**src/rtl/spk_pkg.sv**
```systemverilog
// spk_pkg: flit types, FSM states and {z,y,x} offset adder for spk_out_buf (S_EOT only with SPK_OUT_EOT_EN)
package spk_pkg;
  localparam logic [1:0] SPK_T_SPIKE = 2'b00;
  localparam logic [1:0] SPK_T_EOT   = 2'b11;
  localparam int SPK_MAXW = 96;
`ifdef SPK_OUT_EOT_EN
  typedef enum logic [1:0] {S_IDLE = 2'd0, S_RUN = 2'd1, S_DRAIN = 2'd2, S_EOT = 2'd3} spk_state_e;
`else
  typedef enum logic [1:0] {S_IDLE = 2'd0, S_RUN = 2'd1, S_DRAIN = 2'd2} spk_state_e;
`endif
  // Adds three packed sw/3-bit fields independently; carries never cross into the next field.
  function automatic logic [SPK_MAXW-1:0] spk_add_zyx(input logic [SPK_MAXW-1:0] a,
                                                      input logic [SPK_MAXW-1:0] b,
                                                      input int sw);
    logic [SPK_MAXW-1:0] m;
    logic [SPK_MAXW-1:0] r;
    int f;
    f = sw / 3;
    m = (SPK_MAXW'(1) << f) - SPK_MAXW'(1);
    r = '0;
    for (int i = 0; i < 3; i++)
      r = r | (((((a >> (i * f)) & m) + ((b >> (i * f)) & m)) & m) << (i * f));
    return r;
  endfunction
endpackage

```
**src/rtl/spk_out_buf_if.sv**
```systemverilog
// spk_out_buf_if: valid/ready flit channel from spk_out_buf to the router
interface spk_out_buf_if #(parameter int PW = 26);
  logic          pkt_vld;
  logic [PW-1:0] pkt_data;
  logic          pkt_rdy;
  modport master (output pkt_vld, output pkt_data, input pkt_rdy);
  modport slave  (input pkt_vld, input pkt_data, output pkt_rdy);
endinterface

```
**src/rtl/spk_out_buf_fifo.sv**
```systemverilog
// spk_fifo: synchronous FIFO with look-ahead head, occupancy count and synchronous clear
module spk_fifo #(
  parameter int DEPTH = 16,
  parameter int W     = 24,
  localparam int AW   = $clog2(DEPTH)
) (
  input  logic         clk,
  input  logic         rst_n,
  input  logic         clr_i,
  input  logic         wr_i,
  input  logic [W-1:0] wr_data_i,
  input  logic         rd_i,
  output logic [W-1:0] rd_data_o,
  output logic [AW:0]  count_o
);
  logic [W-1:0]  mem_q [DEPTH];
  logic [AW-1:0] wp_q, rp_q;
  logic [AW:0]   count_q;
  logic          do_wr, do_rd;

  assign do_wr     = wr_i && count_q != (AW+1)'(DEPTH);
  assign do_rd     = rd_i && count_q != '0;
  assign rd_data_o = mem_q[rp_q];
  assign count_o   = count_q;

  // Pointers and occupancy; clear empties the queue without touching storage
  always_ff @(posedge clk or negedge rst_n)
    if (!rst_n) begin
      wp_q    <= '0;
      rp_q    <= '0;
      count_q <= '0;
    end else if (clr_i) begin
      wp_q    <= '0;
      rp_q    <= '0;
      count_q <= '0;
    end else begin
      wp_q    <= wp_q + AW'(do_wr);
      rp_q    <= rp_q + AW'(do_rd);
      count_q <= count_q + (AW+1)'(do_wr) - (AW+1)'(do_rd);
    end

  // Storage array
  always_ff @(posedge clk)
    if (do_wr) mem_q[wp_q] <= wr_data_i;
endmodule

```
**src/rtl/spk_out_buf.sv**
```systemverilog
// spk_out_buf: offsets fired neuron IDs, buffers them and streams spike flits to the router; SPK_OUT_EOT_EN appends an end-of-tik flit after each drain
module spk_out_buf
  import spk_pkg::*;
#(
  parameter int SW          = 24,
  parameter int DEPTH       = 16,
  parameter int FULL_MARGIN = 4,
  parameter int CW          = 16,
  localparam int PW         = SW + 2
) (
  input  logic            clk,
  input  logic            rst_n,
  input  logic            config_enable,
  input  logic            work_config_busy,
  input  logic            soma_spk_vld,
  input  logic [SW-1:0]   config_spk_out_neuid,
  input  logic [SW/3-1:0] dst_dx,
  input  logic [SW/3-1:0] dst_dy,
  input  logic [SW/3-1:0] dst_dz,
  output logic            spk_out_config_full,
  spk_out_buf_if.master   pkt,
  output logic [CW-1:0]   spk_cnt,
  output logic            spk_ovf,
  output logic            spk_out_busy
);
  localparam int AW = $clog2(DEPTH);

  spk_state_e    state_q, state_d;
  logic          busy_q, pend_q, pend_d, ovf_q, ovf_d, vld_q, vld_d;
  logic [PW-1:0] data_q, data_d;
  logic [CW-1:0] cnt_q, cnt_d;
  logic [SW-1:0] dst, head;
  logic [AW:0]   fcnt;
  logic          fempty, accept, load, bypass, rise, drained, eot_load;

  assign dst    = SW'(spk_add_zyx(SPK_MAXW'(config_spk_out_neuid), SPK_MAXW'({dst_dz, dst_dy, dst_dx}), SW));
  assign fempty = fcnt == '0;
  assign accept = config_enable && soma_spk_vld && fcnt != (AW+1)'(DEPTH);
  assign load   = !vld_q || pkt.pkt_rdy;
  assign bypass = accept && fempty && load;
  assign rise   = work_config_busy && !busy_q;
  assign drained = fempty && !vld_q && !soma_spk_vld;

  assign spk_out_config_full = fcnt >= (AW+1)'(DEPTH - FULL_MARGIN);
  assign pkt.pkt_vld  = vld_q;
  assign pkt.pkt_data = data_q;
  assign spk_cnt      = cnt_q;
  assign spk_ovf      = ovf_q;
  assign spk_out_busy = state_q != S_IDLE || !fempty || vld_q;

  spk_fifo #(.DEPTH(DEPTH), .W(SW)) u_fifo (
    .clk       (clk),
    .rst_n     (rst_n),
    .clr_i     (!config_enable),
    .wr_i      (accept && !bypass),
    .wr_data_i (dst),
    .rd_i      (config_enable && load && !fempty),
    .rd_data_o (head),
    .count_o   (fcnt)
  );

  // Tik sequencing: restart requests arriving while draining are held until idle
  always_comb begin
    state_d  = state_q;
    pend_d   = pend_q || (rise && state_q != S_IDLE && state_q != S_RUN);
    eot_load = 1'b0;
    case (state_q)
      S_IDLE:  if (rise || pend_q) begin
        state_d = S_RUN;
        pend_d  = 1'b0;
      end
      S_RUN:   if (!work_config_busy) state_d = S_DRAIN;
      S_DRAIN: if (drained) begin
`ifdef SPK_OUT_EOT_EN
        state_d  = S_EOT;
        eot_load = 1'b1;
`else
        state_d  = S_IDLE;
`endif
      end
`ifdef SPK_OUT_EOT_EN
      S_EOT:   if (vld_q && pkt.pkt_rdy) state_d = S_IDLE;
`endif
      default: state_d = S_IDLE;
    endcase
    if (!config_enable) begin
      state_d  = S_IDLE;
      pend_d   = 1'b0;
      eot_load = 1'b0;
    end
  end

  // Output register (FIFO head, or the incoming spike when nothing is queued), overflow flag and tik spike counter
  always_comb begin
    vld_d  = vld_q;
    data_d = data_q;
    if (eot_load) begin
      vld_d  = 1'b1;
      data_d = {SPK_T_EOT, dst_dz, dst_dy, dst_dx};
    end else if (load) begin
      vld_d  = bypass || !fempty;
      data_d = !fempty ? {SPK_T_SPIKE, head} : bypass ? {SPK_T_SPIKE, dst} : data_q;
    end
    ovf_d = ovf_q || (config_enable && soma_spk_vld && !accept);
    cnt_d = (state_q == S_IDLE && state_d == S_RUN) ? '0 :
            (accept && (state_q == S_RUN || state_q == S_DRAIN) && cnt_q != '1) ? cnt_q + CW'(1) : cnt_q;
    if (!config_enable) begin
      vld_d = 1'b0;
      ovf_d = 1'b0;
    end
  end

  // State registers
  always_ff @(posedge clk or negedge rst_n)
    if (!rst_n) begin
      state_q <= S_IDLE;
      busy_q  <= 1'b0;
      pend_q  <= 1'b0;
      ovf_q   <= 1'b0;
      vld_q   <= 1'b0;
      data_q  <= '0;
      cnt_q   <= '0;
    end else begin
      state_q <= state_d;
      busy_q  <= work_config_busy;
      pend_q  <= pend_d;
      ovf_q   <= ovf_d;
      vld_q   <= vld_d;
      data_q  <= data_d;
      cnt_q   <= cnt_d;
    end
endmodule

```
**src/flat_wrapper.sv**
```systemverilog
// flat-port wrapper written by rule: the top's interface ports become plain ports
module spk_out_buf_flat import spk_pkg::*;
#(
  parameter int SW          = 24,
  parameter int DEPTH       = 16,
  parameter int FULL_MARGIN = 4,
  parameter int CW          = 16,
  localparam int PW         = SW + 2
)
  (clk, rst_n, config_enable, work_config_busy, soma_spk_vld, config_spk_out_neuid, dst_dx, dst_dy, dst_dz, spk_out_config_full, spk_cnt, spk_ovf, spk_out_busy, pkt_pkt_vld, pkt_pkt_data, pkt_pkt_rdy);
  spk_out_buf_if #(.PW(PW)) pkt_i ();
  input  logic clk;
  input  logic rst_n;
  input  logic config_enable;
  input  logic work_config_busy;
  input  logic soma_spk_vld;
  input  logic [SW-1:0] config_spk_out_neuid;
  input  logic [SW/3-1:0] dst_dx;
  input  logic [SW/3-1:0] dst_dy;
  input  logic [SW/3-1:0] dst_dz;
  output logic spk_out_config_full;
  output logic [CW-1:0] spk_cnt;
  output logic spk_ovf;
  output logic spk_out_busy;
  output wire logic [$bits(pkt_i.pkt_vld)-1:0] pkt_pkt_vld;
  output wire logic [$bits(pkt_i.pkt_data)-1:0] pkt_pkt_data;
  input wire logic [$bits(pkt_i.pkt_rdy)-1:0] pkt_pkt_rdy;
  assign pkt_pkt_vld = pkt_i.pkt_vld;
  assign pkt_pkt_data = pkt_i.pkt_data;
  assign pkt_i.pkt_rdy = pkt_pkt_rdy;
  spk_out_buf #(.SW(SW), .DEPTH(DEPTH), .FULL_MARGIN(FULL_MARGIN), .CW(CW)) u_core (.clk(clk), .rst_n(rst_n), .config_enable(config_enable), .work_config_busy(work_config_busy), .soma_spk_vld(soma_spk_vld), .config_spk_out_neuid(config_spk_out_neuid), .dst_dx(dst_dx), .dst_dy(dst_dy), .dst_dz(dst_dz), .spk_out_config_full(spk_out_config_full), .pkt(pkt_i), .spk_cnt(spk_cnt), .spk_ovf(spk_ovf), .spk_out_busy(spk_out_busy));
endmodule
```
**config.mk**
```make
export PLATFORM = sky130hd
export DESIGN_NAME = spk_out_buf_flat
export DESIGN_NICKNAME = d
export VERILOG_FILES = /design/src/rtl/spk_pkg.sv /design/src/rtl/spk_out_buf_if.sv /design/src/rtl/spk_out_buf_fifo.sv /design/src/rtl/spk_out_buf.sv /design/src/flat_wrapper.sv
export SDC_FILE = /design/constraint.sdc
export NUM_CORES = 1
export LEC_CHECK = 0
export ABC_AREA = 0
export BUFFER_PORTS_ARGS = -buffer_cell sky130_fd_sc_hd__buf_2
export CAP_MARGIN = 5
export CORE_ASPECT_RATIO = 1.5
export CORE_UTILIZATION = 66
export DETAILED_ROUTE_END_ITERATION = 6
export PLACE_DENSITY_LB_ADDON = 0.1
export SYNTH_ARGS = -nofsm -noshare
export SYNTH_HDL_FRONTEND = slang
export SYNTH_SLANG_ARGS = --single-unit
```
**constraint.sdc**
```tcl
create_clock -name clk -period 5.9 [get_ports clk]
set_clock_uncertainty 0.1 [all_clocks]
set_input_delay 1.475 -clock clk [delete_from_list [all_inputs] [get_ports clk]]
set_output_delay 1.475 -clock clk [all_outputs]
set_load 0.02 [all_outputs]
```
==> metrics.cfg <==
[layout]
fin_util_pct=75.50
diodes=0
nets=1296
fin_cells=1576
design_area_um2=21110
drive_gt1_share_pct=23.58
syn2layout_area_growth_pct=12.75

[grt]
grt-ovfl-total=0
grt_pass1_vias=10970
grt_max_degree=77
grt_antenna_before_repair=0
grtUsageTotal_pct=31.53
grt_pass1_wl_um=65850

[setup_path]
cp_max_fo=22
end_kind=output pin
slowest_stage=or4b_4
startpoint_type=flop
cp_slowest_stage_delay_ps=700
cp.arrival_ps=2500
path_class=flop to output pin
worstPathRequired_ps=4320
cp_cell_sequence=inv_1, ha_1, or4b_4, or3_1, buf_2

[route]
final_antenna_net_count=0
met2_length_um=22870
firstDrtPassIters=5
wl_um=43910
wl_met1_um=15760
avgRoutedWirePerCell_um=27.86
vias=10670
route.met3.wl_um=3417
drtIter0Drc=906
drc=0
post_drt_via_cell_ratio=6.768
highest_layer=met4

[cts]
root_buffer=clkbuf_16
cts_tree=done
cts_buffer_depth=3
path_clk_slew_ps=70
cts_resized=0
hold_buffers=0
clkLatencyLatePin_ps=540
cts_sinks=443
postCtsSetupBuffers=0
cts-buffers-inserted=40
htreeDepth=2

[floorplanning]
num_rows=75
core_um2=27960
die_w_um=139.5
die_area_um2=29060
pin_count=100
initial_utilization_pct=66.96
fp.dieH_um=208.3

[yosys]
ys_warn_count=0
synth-async-reset-ratio_pct=13.32
synth_area_um2=18730
syn_area_per_cell_um2=17.42
seq_area_frac_synth_pct=69.46
synth_edf_count=384
synth_seq_cells=443
synth_cells=1075
ys.flop_type=edfxtp_1
ys_types=56

[sta]
worst_pin_slew_ps=1383
slew_headroom_pct=7.158
min_period_over_period_pct=69.07
fmax_mhz=245.4
fin_tns_setup_ps=0
rsz0062_at_grt=false
hold_viol_final=0
setup_viol=0
post-route-min-period_ps=4075
holdWs_ps=377.8
drv_slew=0

[run_status]
outcome=finished clean

[place]
portBuffers=97
place_hpwl_um=24800
place_congestion=0.8506
dp_cells=1500
place_area_um2=19650

[hold_path]
hp-class=flop to flop

[job]
drv_cap=0

[pwr]
total_leakage_power_nw=7.378
p_per_area_nw_per_um2=405.7
ir_worst_vdd_v=0.0003390

## area by class of cell
class	instances	area, um^2
flip-flops and latches	443	13010
fillers	1666	6852
multi-input cells	549	5349
clock buffers	45	1061
repair buffers	131	753.2
well taps	346	432.9
clock inverters	27	372.9
inverters	35	131.4
## cell families after synthesis
group                    synth area share, %
other                                0.02003
AO/OA/AOI/OAI                          6.141
adder cells (fa/ha/maj)                2.967
XOR/XNOR                               1.356
AND/OR/NAND/NOR                        4.717
buffers and inverters                  2.345
multiplexers                           12.99
flip-flops                             69.46
## cell usage in the layout, fill, tap and decap left out, types with 4 or more instances in the layout
cell type | synthesis | routed
a2111oi_0 | 6 | 6
a21oi_1 | 30 | 30
a221o_1 | 10 | 10
a221oi_1 | 31 | 31
a22oi_1 | 11 | 11
a31oi_1 | 8 | 8
and2_1 | 12 | 12
and3_1 | 5 | 5
buf_2 | 10 | 97
buf_4 | 9 | 33
bufinv_16 | 0 | 9
clkbuf_16 | 0 | 41
clkinv_1 | 0 | 4
clkinv_2 | 0 | 10
dfrtp_1 | 59 | 57
edfxtp_1 | 384 | 384
fa_1 | 4 | 4
ha_1 | 38 | 38
inv_1 | 35 | 35
mux2i_1 | 63 | 63
mux4_1 | 12 | 12
mux4_2 | 66 | 66
nand2_1 | 30 | 30
nand2b_1 | 4 | 4
nand3_1 | 22 | 22
nand4_1 | 4 | 4
nor2_1 | 62 | 50
nor2_2 | 0 | 12
nor2b_1 | 6 | 5
nor3_1 | 11 | 7
nor3_2 | 0 | 4
o211ai_1 | 10 | 10
o21a_1 | 7 | 7
o21ai_0 | 20 | 20
o21bai_1 | 5 | 5
or3_1 | 6 | 6
xnor2_1 | 15 | 15
xor2_1 | 14 | 14
## state kept, by name (all words and copies together), names as in the netlist
| register | cells |
|---|---|
| u_core.state_q | 2 |
| u_core.spk_cnt | 16 |
| u_core.pend_q | 1 |
| u_core.busy_q | 1 |
| u_core.u_fifo.rp_q | 4 |
| u_core.u_fifo.count_o | 5 |
| u_core.spk_ovf | 1 |
| u_core.u_fifo.wp_q | 4 |
| u_core.pkt.pkt_vld | 1 |
| u_core.u_fifo.mem_q | 384 |
| u_core.pkt.pkt_data | 24 |
## worst paths after layout
kind                                                startpoint  slack, ps                             endpoint  depth (start not counted)
hold / removal             u_core.pkt.pkt_data[17]$_DFFE_PN0P_        380  u_core.pkt.pkt_data[17]$_DFFE_PN0P_                          2
setup reg to reg            u_core.u_fifo.count_o[2]$_DFF_PN0_       2520   u_core.u_fifo.count_o[4]$_DFF_PN0_                         14
min in group asynchronous                                rst_n        940        u_core.spk_cnt[7]$_DFFE_PN0P_                          1
max in group asynchronous                                rst_n       3720   u_core.pkt.pkt_data[5]$_DFFE_PN0P_                          2
setup / recovery            u_core.u_fifo.count_o[2]$_DFF_PN0_       1830                         spk_out_busy                          5
hold reg to reg            u_core.pkt.pkt_data[17]$_DFFE_PN0P_        380  u_core.pkt.pkt_data[17]$_DFFE_PN0P_                          2
## worst max-delay path, delay by kind of cell (launching register included)
kind                       cells  cell delay [ps]
and+or+nand+nor                2             1080
adders and majority gates      1              190
DFF                            1              420
buffers and inverters          2              270
## metrics by stage
| stage | setup slack, ps | total power [mW] |
|---|---|---|
| 5_1_grt | 1723 | 8.855 |
| 4_1_cts | 1821 | 8.595 |
| 3_5_place_dp | 1679 | 5.795 |
| 3_3_place_gp | 1706 | 5.762 |
| 2_1_floorplan | 1501 | 5.232 |
| 6_report | 1825 | 8.565 |
## routing by layer
layer  track usage, %  vias to the layer above
li1                 -                     4565
met1            39.37                     5396
met3            5.132                      130
met5                0                        -
met4            14.51                        0
met2            54.43                      576
## power by group
part / switching, mW / leakage (nW) / internal (mW)
registers: 0.185 / 4.21 / 3.69
logic: 1.08 / 2.46 / 0.784
clock network: 1.12 / 0.706 / 1.70
## Yosys cell counts, types with 11 or more instances
| cell | instances | area [um^2] |
|---|---|---|
| a21oi_1 | 30 | 150.1 |
| a221oi_1 | 31 | 271.5 |
| a22oi_1 | 11 | 82.58 |
| and2_1 | 12 | 75.07 |
| clkbuf_1 | 19 | 71.32 |
| dfrtp_1 | 59 | 1476 |
| edfxtp_1 | 384 | 11530 |
| ha_1 | 38 | 475.5 |
| inv_1 | 35 | 131.4 |
| mux2i_1 | 63 | 630.6 |
| mux4_1 | 12 | 315.3 |
| mux4_2 | 66 | 1486 |
| nand2_1 | 30 | 112.6 |
| nand3_1 | 22 | 110.1 |
| nor2_1 | 62 | 232.7 |
| nor3_1 | 11 | 55.05 |
| o21ai_0 | 20 | 100.1 |
| xnor2_1 | 15 | 131.4 |
| xor2_1 | 14 | 122.6 |
(Power assumes the default switching activity.)
